`config.mk`:
```
export PLATFORM = sky130hd
export DESIGN_NAME = mem_stall_ctrl
export DESIGN_NICKNAME = d
export VERILOG_FILES = /design/src/rtl/mem_stall_ctrl.sv
export SDC_FILE = /design/constraint.sdc
export NUM_CORES = 1
export LEC_CHECK = 0
export CORE_MARGIN = 2
export CORE_UTILIZATION = 50
export DETAILED_ROUTE_END_ITERATION = 10
export GPL_ROUTABILITY_DRIVEN = 0
export HOLD_SLACK_MARGIN = 0.15
export PLACE_DENSITY_LB_ADDON = 0.1
export SLEW_MARGIN = 30
export SYNTH_ARGS = -nofsm -noshare
export SYNTH_HDL_FRONTEND = slang
export SYNTH_SLANG_ARGS = --single-unit
```
`constraint.sdc`:
```
create_clock -name clk -period 7.75 [get_ports clk]
set_input_delay 1.55 -clock clk [delete_from_list [all_inputs] [get_ports clk]]
set_output_delay 1.55 -clock clk [all_outputs]
set_load 0.01 [all_outputs]
```
`src/rtl/mem_stall_ctrl.sv`:
```
// Memory-stall controller: one outstanding request per port, stale-response discard
// after flush, global pipeline stall, sticky protocol/timeout errors, stall-cycle count.
module mem_stall_ctrl #(
  parameter int NUM_PORTS = 2,
  parameter int TIMEOUT_W = 10,
  parameter int TIMEOUT   = 512
) (
  input  logic                 clk,
  input  logic                 rst,
  input  logic [NUM_PORTS-1:0] req,
  input  logic [NUM_PORTS-1:0] resp,
  input  logic [NUM_PORTS-1:0] flush,
  output logic [NUM_PORTS-1:0] resp_ok,
  output logic [NUM_PORTS-1:0] resp_drop,
  output logic [NUM_PORTS-1:0] busy,
  output logic                 stall,
  output logic [NUM_PORTS-1:0] proto_err,
  output logic [NUM_PORTS-1:0] timeout_err,
  output logic [31:0]          stall_cycles
);

  localparam logic [1:0] IDLE    = 2'd0;
  localparam logic [1:0] WAIT    = 2'd1;
  localparam logic [1:0] DRAIN   = 2'd2;
  localparam logic [1:0] DRAIN_Q = 2'd3;

  localparam logic [TIMEOUT_W-1:0] TO_LIM = TIMEOUT_W'(TIMEOUT);

  logic [1:0]           state     [NUM_PORTS];
  logic [1:0]           state_nxt [NUM_PORTS];
  logic [TIMEOUT_W-1:0] cnt       [NUM_PORTS];
  logic [TIMEOUT_W-1:0] cnt_nxt   [NUM_PORTS];
  logic [NUM_PORTS-1:0] stale_q, stale_nxt, perr_set, tout_set, stall_vec;

  always_comb begin
    for (int unsigned p = 0; p < NUM_PORTS; p++) begin
      state_nxt[p] = state[p];
      stale_nxt[p] = stale_q[p];
      perr_set[p]  = 1'b0;
      resp_ok[p]   = 1'b0;
      resp_drop[p] = 1'b0;
      case (state[p])
        IDLE: begin
          if (req[p]) begin
            state_nxt[p] = WAIT;
            stale_nxt[p] = 1'b0;
          end
        end
        WAIT: begin
          if (resp[p]) begin
            resp_ok[p]   = ~flush[p];
            resp_drop[p] = flush[p];
            state_nxt[p] = req[p] ? WAIT : IDLE;
          end else if (flush[p]) begin
            state_nxt[p] = req[p] ? DRAIN_Q : DRAIN;
          end else if (req[p]) begin
            perr_set[p] = 1'b1;
          end
        end
        DRAIN: begin
          if (resp[p]) begin
            resp_drop[p] = 1'b1;
            state_nxt[p] = req[p] ? WAIT : IDLE;
          end else if (req[p]) begin
            state_nxt[p] = DRAIN_Q;
          end
        end
        default: begin
          perr_set[p] = req[p];
          // A flush landing with the draining response stales the queued request too
          if (resp[p]) begin
            resp_drop[p] = 1'b1;
            state_nxt[p] = (stale_q[p] | flush[p]) ? DRAIN : WAIT;
            stale_nxt[p] = 1'b0;
          end else if (flush[p]) begin
            stale_nxt[p] = 1'b1;
          end
        end
      endcase

      stall_vec[p] = ((state[p] == WAIT) && !resp_ok[p]) || (state[p] == DRAIN_Q);

      if (state_nxt[p] == IDLE || resp[p])
        cnt_nxt[p] = '0;
      else if (TIMEOUT != 0 && cnt[p] != TO_LIM)
        cnt_nxt[p] = cnt[p] + 1'b1;
      else
        cnt_nxt[p] = cnt[p];
      tout_set[p] = (TIMEOUT != 0) && (cnt_nxt[p] == TO_LIM);

      if (rst) begin
        resp_ok[p]   = 1'b0;
        resp_drop[p] = 1'b0;
        stall_vec[p] = 1'b0;
      end
      busy[p] = (state[p] != IDLE);
    end
  end

  assign stall = |stall_vec;

  always_ff @(posedge clk or posedge rst) begin
    if (rst) begin
      for (int unsigned p = 0; p < NUM_PORTS; p++) begin
        state[p] <= IDLE;
        cnt[p]   <= '0;
      end
      stale_q      <= '0;
      proto_err    <= '0;
      timeout_err  <= '0;
      stall_cycles <= '0;
    end else begin
      for (int unsigned p = 0; p < NUM_PORTS; p++) begin
        state[p] <= state_nxt[p];
        cnt[p]   <= cnt_nxt[p];
      end
      stale_q     <= stale_nxt;
      proto_err   <= proto_err | perr_set;
      timeout_err <= timeout_err | tout_set;
      if (stall && stall_cycles != '1)
        stall_cycles <= stall_cycles + 32'd1;
    end
  end

endmodule

```
==> results.sh, run 1 <==
export IMPL_yosys_warnings=0
export IMPL_place_area_um2=4010
export IMPL_core_um2=6760
export IMPL_reg2reg_slack_ns=5.34
export IMPL_grt_max_degree=47
export IMPL_drtAntennaViolNets=0
export IMPL_min_path_type="reg -> reg"
export IMPL_worst_path_max_fanout=9
export IMPL_antenna_found_initial=0
export IMPL_r2r_start="state[3]"
export IMPL_place_inst=478
export IMPL_synth_nets=378
export IMPL_postCtsHoldBufs=0
export IMPL_htreeDepth=3
export IMPL_std_cell_rows=30
export IMPL_cts_sinks=62
export IMPL_vias=2714
export IMPL_syn_area_per_cell_um2=9.75
export IMPL_grt_pass1_wl_um=11800
export IMPL_pin_count=51
export IMPL_synth_cells=355
export IMPL_ys_seq_elements=62
export IMPL_syn_cell_area_um2=3460
export IMPL_hold_start="proto_err[1]"
export IMPL_yosysMostFrequentCell="dfrtp_1"
export IMPL_pre_cts_ws_ns=2.80
export IMPL_setup_violations=0
export IMPL_ctsRootBufferMaster="clkbuf_8"
export IMPL_maxCapViolations=0
export IMPL_p_leak_uw=0.00181
export IMPL_clk_pin_slew_ns=0.06
export IMPL_vdd_ir_drop_max_mv=0.160
export IMPL_hold_viol=0
export IMPL_cts_tree="yes"
export IMPL_clockBufferDepth=2
export IMPL_ys_top_cells_by_count="dfrtp_1 (62), nor2_1 (42), xnor2_1 (31), nand2_1 (27)"
export IMPL_fin_cells=494
export IMPL_min_period_over_period=0.641
export IMPL_rsz0062_at_grt="false"
export IMPL_seqPwrFrac=0.393
export IMPL_antenna_cells=0
export IMPL_dpl_hpwl_um=5070
export IMPL_synthFlopType="dfrtp_1"
export IMPL_grt_use_met2=0.308
export IMPL_fin_crit_ns=4.97
export IMPL_slew_headroom=0.438
export IMPL_fillers=561
export IMPL_drt_wl_total_um=6970
export IMPL_worstMarginPinSlew_ns=0.842
export IMPL_power_uw=1050
export IMPL_status="finished, final reports clean"
export IMPL_drtIter0Drc=146
export IMPL_synth_top_area_share=0.448
export IMPL_cts_buffers=9
export IMPL_p_sw_frac=0.343
export IMPL_pwr_share_clk=0.272
export IMPL_port_buffers=50
export IMPL_synthTopCellsByArea="dfrtp_1 (45%), xnor2_1 (7.8%), ha_1 (5.4%)"
export IMPL_nets=432
export IMPL_skew_ns=0.00813
export IMPL_max_freq_mhz=201
export IMPL_grt_pass1_vias=2515
export IMPL_die_w_um=87.2
export IMPL_cp_start_kind="primary input"
export IMPL_p_int_uw=691
export IMPL_endpoint_kind="primary output"
export IMPL_busiest_layer="met2"
export IMPL_power_density_nw_per_um2=249
export IMPL_critPathArrivalTime_ns=3.42
export IMPL_initial_core_util=0.512
export IMPL_whs_endpoint="proto_err[1]"
export IMPL_switchingPower_uw=360
export IMPL_die_area_um2=7600
export IMPL_grt_overflow=0
export IMPL_final_max_slew_viol_count=0
export IMPL_wl_per_cell_um=14.1
export IMPL_grt_use_met1=0.260
export IMPL_grtUsageTotal=0.197
export IMPL_synth_edf_count=0
export IMPL_via_per_inst=5.49
export IMPL_clock_latency_ns=0.33
export IMPL_ys_seq_area_frac=0.448
export IMPL_async_flop_share=1.00
export IMPL_pwr_share_comb=0.335
export IMPL_crit_type="in -> out"
export IMPL_yosys_area_top_type="dfrtp_1"
export IMPL_crit_required_ns=6.20
export IMPL_drc=0
export IMPL_fin_ws_ns=2.78
export IMPL_drive_above_1_share=0.0749
export IMPL_drt_first_pass_iters=4
export IMPL_design_area_um2=4210
export IMPL_regToRegEndpoint="timeout_err[0]"
export IMPL_synth_cell_types=49
export IMPL_dieHeight_um=87.2
export IMPL_cts_setup_buffers=0
export IMPL_fin_tns_setup_ns=0
export IMPL_rr_worst_depth=8
export IMPL_hold_depth=1
export IMPL_ctsResizeCount=0
export IMPL_area_growth_pct=21.8
export IMPL_met3_usage=0.0635
==> flip-flops by register name, summed over array words and instances, names as in the netlist <==
| signal | count |
|---|---|
| state | 4 |
| cnt | 20 |
| timeout_err | 2 |
| stale_q | 2 |
| proto_err | 2 |
| stall_cycles | 32 |
==> power by group through the flow <==
stage          clock [uW]  combinational, uW  sequential, uW
4_1_cts               294                354             413
6_report              285                352             413
3_5_place_dp            0                351             419
5_1_grt               308                399             421
3_3_place_gp            0                350             418
2_1_floorplan           0                237             415
==> per-layer routing <==
layer,wire [um],up-vias
li1,-,1344
met1,3310,1301
met2,3300,62
met3,281,7
met4,81,0
met5,0,-
==> worst max path at each step <==
stage,from,slack [ns],depth (start not counted),end
final,resp[0],2.78,6,stall
after global routing,resp[0],2.67,6,stall
after CTS,resp[0],2.79,6,stall
after detailed placement,resp[0],2.80,6,stall
after global placement,resp[0],2.81,6,stall
after floorplan,rst,2.96,2,resp_drop[0]
==> cells by family (layout without fill, tap and decap cells) <==
family	after synthesis	in the layout	share of synthesized area
AND/OR/NAND/NOR	150	150	0.227
buffers and inverters	27	86	0.0369
flip-flops	62	62	0.448
AO/OA/AOI/OAI	50	50	0.0998
adder cells (fa/ha/maj)	15	15	0.0542
XOR/XNOR	45	45	0.114
multiplexers	6	6	0.0195
==> through the flow <==
stage               hold WS (ns)   util
floorplan                  0.493      -
CTS                        0.473  0.624
global route               0.506  0.624
detailed placement         0.447  0.594
global placement           0.447  0.594
finish                     0.468  0.624
==> cell usage in the layout, fill, tap and decap left out, drive strengths merged, types with 14 or more instances in the layout <==
cell type	count
clkdlybuf4s50	50
dfrtp	62
ha	15
inv	19
nand2	27
nand4	19
nor2	42
o21ai	14
xnor2	31
xor2	14
==> area by class of cell <==
cell class	count	area [um^2]	share of cell area
sequential	62	1550	0.368
timing repair buffer	51	508	0.121
clock buffer	13	159	0.0377
inverter	19	71.3	0.0169
multi-input combinational	266	1780	0.423
tap	80	100	0.0238
clock inverter	3	42.5	0.0101
==> worst max-delay path, stage by stage <==
cell and delay [ns]:
clkdlybuf4s50_1 0.56, nand2b_1 0.19, nand2_1 0.09, a31o_2 0.33, inv_1 0.15, clkdlybuf4s50_1 0.55
No activity file was read; power rests on OpenSTA's default activity.
==> run 2: changes to the inputs <==
--- a/config.mk
+++ b/config.mk
@@ -6,7 +6,7 @@
 export NUM_CORES = 1
 export LEC_CHECK = 0
 export CORE_MARGIN = 2
-export CORE_UTILIZATION = 50
+export CORE_UTILIZATION = 49
 export DETAILED_ROUTE_END_ITERATION = 10
 export GPL_ROUTABILITY_DRIVEN = 0
 export HOLD_SLACK_MARGIN = 0.15
==> constraint.sdc (replaced) <==
create_clock -name clk -period 4.36 [get_ports clk]
set_input_delay 0.872 -clock clk [delete_from_list [all_inputs] [get_ports clk]]
set_output_delay 0.872 -clock clk [all_outputs]
set_load 0.01 [all_outputs]
==> run 2 against run 1 <==
Cell area is 1.7% higher; first-iteration DRC count increased by 2.7%; clock-buffer cell count shrank 4; non-clock buffer count is 1 higher; wire length up 3.4%; total power grew 89%; core utilization up 0.38 points; via count grew 1.6%; cell count grew 3.4%; combinational power is 80% higher; critical path depth unchanged; critical path type unchanged; critical endpoint unchanged; highest routed layer unchanged.
==> results.sh, run 2 (synthesized netlist as in run 1, its figures left out) <==
export IMPL_htreeDepth=3
export IMPL_cts_sinks=62
export IMPL_drc=0
export IMPL_grt_pass1_vias=2614
export IMPL_via_per_inst=5.40
export IMPL_drtIter0Drc=150
export IMPL_mostFrequentLayoutCell="dfrtp_1"
export IMPL_max_freq_mhz=278
export IMPL_initial_core_util=0.507
export IMPL_whs_endpoint="proto_err[1]"
export IMPL_status="finished, final reports clean"
export IMPL_postCtsHoldBufs=0
export IMPL_fin_crit_ns=3.59
export IMPL_antenna_found_initial=0
export IMPL_cts_setup_buffers=0
export IMPL_cts_buffers=9
export IMPL_skew_ns=0.00619
export IMPL_place_area_um2=4040
export IMPL_multi_input_area_um2=1780
export IMPL_fin_tns_setup_ns=0
export IMPL_r2r_start="state[2]"
export IMPL_maxCapViolations=0
export IMPL_layout_common_cells="dfrtp_1 (62), clkdlybuf4s50_1 (50), nor2_1 (42), xnor2_1 (31), nand2_1 (27)"
export IMPL_cts_tree="yes"
export IMPL_pin_count=51
export IMPL_hold_viol=0
export IMPL_drtAntennaViolNets=0
export IMPL_drt_wl_total_um=7210
export IMPL_ctsRootBufferMaster="clkbuf_8"
export IMPL_min_path_type="reg -> reg"
export IMPL_rsz0062_at_grt="false"
export IMPL_min_period_over_period=0.824
export IMPL_dieHeight_um=88.0
export IMPL_critPathArrivalTime_ns=2.72
export IMPL_grt_max_degree=41
export IMPL_dpl_hpwl_um=5220
export IMPL_hold_start="proto_err[1]"
export IMPL_design_area_um2=4290
export IMPL_fillers=594
export IMPL_cpPeakStageDelay_ns=0.56
export IMPL_worst_path_max_fanout=9
export IMPL_final_max_slew_viol_count=0
export IMPL_grtUsageTotal=0.196
export IMPL_die_area_um2=7750
export IMPL_antenna_cells=0
export IMPL_ctsResizeCount=0
export IMPL_p_leak_uw=0.00183
export IMPL_grt_pass1_wl_um=12000
export IMPL_hold_depth=1
export IMPL_endpoint_kind="primary output"
export IMPL_reg_largest_list="stall_cycles: 32 flops, cnt: 20 flops, state: 4 flops"
export IMPL_drt_first_pass_iters=4
export IMPL_grt_overflow=0
export IMPL_path_common_cell="clkdlybuf4s50_1"
export IMPL_port_buffers=50
export IMPL_wl_per_cell_um=14.1
export IMPL_vias=2757
export IMPL_area_growth_pct=23.9
export IMPL_top_register="stall_cycles"
export IMPL_seqCellArea_um2=1550
export IMPL_path_cells="clkdlybuf4s50_1 > nand2b_1 > nand2_1 > a31o_2 > inv_1 > clkdlybuf4s50_1"
export IMPL_nets=433
export IMPL_crit_type="in -> out"
export IMPL_clock_latency_ns=0.34
export IMPL_vdd_ir_drop_max_mv=0.266
export IMPL_cp_start_kind="primary input"
export IMPL_fin_util=0.627
export IMPL_die_w_um=88.0
export IMPL_largest_register_ffs=32
export IMPL_std_cell_rows=30
export IMPL_regToRegEndpoint="timeout_err[0]"
export IMPL_rr_worst_depth=8
export IMPL_clockBufferDepth=2
export IMPL_setup_violations=0
export IMPL_reg2reg_slack_ns=1.94
export IMPL_crit_required_ns=3.49
export IMPL_clk_pin_slew_ns=0.07
export IMPL_power_density_nw_per_um2=464
export IMPL_core_um2=6830
export IMPL_crit_slowest_cell="clkdlybuf4s50_1"
export IMPL_drive_above_1_share=0.0819
export IMPL_worstMarginPinSlew_ns=0.818
export IMPL_slew_headroom=0.454
-- run 2: cell count changes in the layout (fill, tap and decap cells not counted), sizes merged --
cell / delta
clkbuf: -4
bufinv: +2
buf: +1
clkinv: +1
clkinvlp: +1
-- run 2: worst max path at each step --
| stage | from | endpoint | cells past startpoint |
|---|---|---|---|
| 2_1_floorplan | rst | resp_drop[0] | 2 |
| 3_3_place_gp | resp[0] | stall | 6 |
| 3_5_place_dp | resp[0] | stall | 6 |
| 4_1_cts | resp[0] | stall | 6 |
| 5_1_grt | resp[1] | stall | 6 |
| 6_report | resp[0] | stall | 6 |
-- run 2: stage by stage --
step | hold WS (ns) | std cells | worst slack [ns] | total power [uW]
after detailed placement | 0.449 | 495 | 0.771 | 1380
after floorplan | 0.493 | 355 | 0.926 | 1160
after global placement | 0.448 | 495 | 0.807 | 1360
after global routing | 0.496 | 511 | 0.656 | 2120
after CTS | 0.472 | 511 | 0.770 | 2010
final | 0.466 | 511 | 0.768 | 1990
-- run 2: layout make-up --
| class | count | area share |
|---|---|---|
| Timing Repair Buffer | 52 | 0.120 |
| Clock buffer | 9 | 0.0289 |
| Sequential cell | 62 | 0.362 |
| Multi-Input combinational cell | 266 | 0.416 |
| Clock inverter | 7 | 0.0286 |
| Inverter | 19 | 0.0166 |
| Tap cell | 96 | 0.0280 |
-- run 2: worst max-delay path, delay by kind of cell --
family | cells | cell delay, ns
AOI/OAI and AO/OA | 1 | 0.32
buffers and inverters | 3 | 1.25
and+or+nand+nor | 2 | 0.27
-- run 2: power breakdown --
group | total, uW | switching [uW] | internal (uW)
Sequential | 737 | 90.5 | 646
Clock | 617 | 236 | 381
Combinational | 635 | 346 | 289
Total | 1990 | 672 | 1320
-- run 2: metal layers --
metal | vias up | share of wire | GRT usage
met5 | - | 0 | 0
met4 | 0 | 0.012 | 0.0675
met3 | 11 | 0.032 | 0.0537
met2 | 50 | 0.49 | 0.324
met1 | 1346 | 0.46 | 0.250
li1 | 1350 | - | -
==> run 3: changes to the inputs <==
==> constraint.sdc (replaced) <==
create_clock -name clk -period 3.18 [get_ports clk]
set_input_delay 0.636 -clock clk [delete_from_list [all_inputs] [get_ports clk]]
set_output_delay 0.636 -clock clk [all_outputs]
set_load 0.01 [all_outputs]
==> run 3 against run 2 <==
Total power grew 30%; core utilization down 0.26 points; first-iteration DRC count decreased by 42%; clock power grew 12%; non-clock buffer count up 4; register-to-register slack lost 0.91 ns; clock skew is 0.0075 ns higher; critical endpoint unchanged; critical path depth unchanged; clock-buffer cell count unchanged.
==> results.sh, run 3 (synthesized netlist as in run 1, its figures left out) <==
export IMPL_hold_depth=1
export IMPL_min_period_over_period=0.958
export IMPL_hold_start="proto_err[1]"
export IMPL_worst_path_max_fanout=5
export IMPL_endpoint_kind="primary output"
export IMPL_reg_largest_list="stall_cycles: 32 flops, cnt: 20 flops, state: 4 flops"
export IMPL_antenna_found_initial=0
export IMPL_reg2reg_slack_ns=1.03
export IMPL_regToRegEndpoint="stall_cycles[15]"
export IMPL_drtIter0Drc=87
export IMPL_cts_setup_buffers=0
export IMPL_vdd_ir_drop_max_mv=0.335
export IMPL_dpl_hpwl_um=5190
export IMPL_fin_tns_setup_ns=0
export IMPL_ctsRootBufferMaster="clkbuf_8"
export IMPL_ctsResizeCount=0
export IMPL_critPathArrivalTime_ns=2.41
export IMPL_drtAntennaViolNets=0
export IMPL_layout_common_cells="dfrtp_1 (62), clkdlybuf4s50_1 (50), nor2_1 (42), xnor2_1 (31), nand2_1 (27)"
export IMPL_maxCapViolations=0
export IMPL_vias=2730
export IMPL_r2r_start="state[3]"
export IMPL_hold_slack_ns=0.478
export IMPL_cts_sinks=62
export IMPL_cts_buffers=9
export IMPL_nets=437
export IMPL_port_buffers=50
export IMPL_rsz0062_at_grt="false"
export IMPL_std_cell_rows=30
export IMPL_grt_pass1_vias=2589
export IMPL_drt_wl_total_um=7100
export IMPL_grt_overflow=0
export IMPL_core_um2=6830
export IMPL_grtUsageTotal=0.192
export IMPL_clk_pin_slew_ns=0.06
export IMPL_largest_register_ffs=32
export IMPL_skew_ns=0.0137
export IMPL_crit_required_ns=2.54
export IMPL_startpoint="flush[1]"
export IMPL_fin_cells=515
export IMPL_htreeDepth=3
export IMPL_pin_count=51
export IMPL_die_area_um2=7750
export IMPL_fin_ws_ns=0.135
export IMPL_rr_worst_depth=7
export IMPL_power_density_nw_per_um2=608
export IMPL_min_path_type="reg -> reg"
export IMPL_dieHeight_um=88.0
export IMPL_via_per_inst=5.30
export IMPL_postCtsHoldBufs=0
export IMPL_area_growth_pct=23.4
export IMPL_status="finished, final reports clean"
export IMPL_place_inst=499
export IMPL_worstMarginPinSlew_ns=0.617
export IMPL_pre_cts_ws_ns=0.144
export IMPL_whs_endpoint="proto_err[1]"
export IMPL_drive_above_1_share=0.0907
export IMPL_grt_max_degree=51
export IMPL_fin_crit_ns=3.04
export IMPL_grt_pass1_wl_um=11600
export IMPL_die_w_um=88.0
export IMPL_initial_core_util=0.507
export IMPL_cp_start_kind="primary input"
export IMPL_drt_first_pass_iters=4
export IMPL_mostFrequentLayoutCell="dfrtp_1"
export IMPL_p_leak_uw=0.00182
export IMPL_crit_type="in -> out"
export IMPL_hold_viol=0
export IMPL_setup_violations=0
export IMPL_clockBufferDepth=2
export IMPL_drc=0
export IMPL_clock_latency_ns=0.34
export IMPL_max_freq_mhz=328
export IMPL_slew_headroom=0.589
export IMPL_antenna_cells=0
export IMPL_wl_per_cell_um=13.8
export IMPL_final_max_slew_viol_count=0
export IMPL_cts_tree="yes"
export IMPL_top_register="stall_cycles"
==> run 3: changes by cell type in the layout (fill, tap and decap cells not counted), sizes merged <==
cell / delta
clkinv: +1
clkinvlp: +1
buf: +4
bufinv: -2
==> run 3: worst max-delay path, cell delays in order <==
cell and delay, ns:
clkdlybuf4s50_1 0.55, nand2b_1 0.17, nand2_1 0.09, a31o_2 0.32, inv_1 0.10, clkdlybuf4s50_1 0.53
==> run 3: through the flow <==
step / cell area (um^2) / util / total power [uW]
after floorplan: 3460 / - / 1590
after global placement: 4070 / 0.596 / 1890
after detailed placement: 4070 / 0.596 / 1910
after CTS: 4270 / 0.625 / 2610
after global routing: 4270 / 0.625 / 2750
final: 4270 / 0.625 / 2600
==> run 3: per-layer routing <==
| layer | up-vias | GRT usage | routed length, um |
|---|---|---|---|
| met5 | - | 0 | 0 |
| met4 | 0 | 0.0826 | 116 |
| met3 | 11 | 0.0358 | 209 |
| met2 | 52 | 0.321 | 3360 |
| met1 | 1314 | 0.245 | 3410 |
| li1 | 1353 | - | - |
==> run 3: layout make-up <==
cell class	count	area (um^2)
Sequential cell	62	1550
Tap cell	96	120
Multi-Input combinational cell	266	1780
Clock buffer	9	124
Fill cell	598	2560
Inverter	19	71.3
Timing Repair Buffer	56	546
Clock inverter	7	75.1
==> run 3: how the worst max path moves through the flow <==
stage,endpoint,cells past startpoint
global route,stall,6
global placement,stall,6
floorplan,resp_drop[0],2
CTS,stall,6
finish,stall,6
detailed placement,stall,6
==> run 3: where the power goes <==
group | internal [uW] | total, uW | switching (uW)
combinational | 411 | 894 | 483
clock | 362 | 690 | 328
sequential | 886 | 1010 | 125
total | 1660 | 2600 | 936
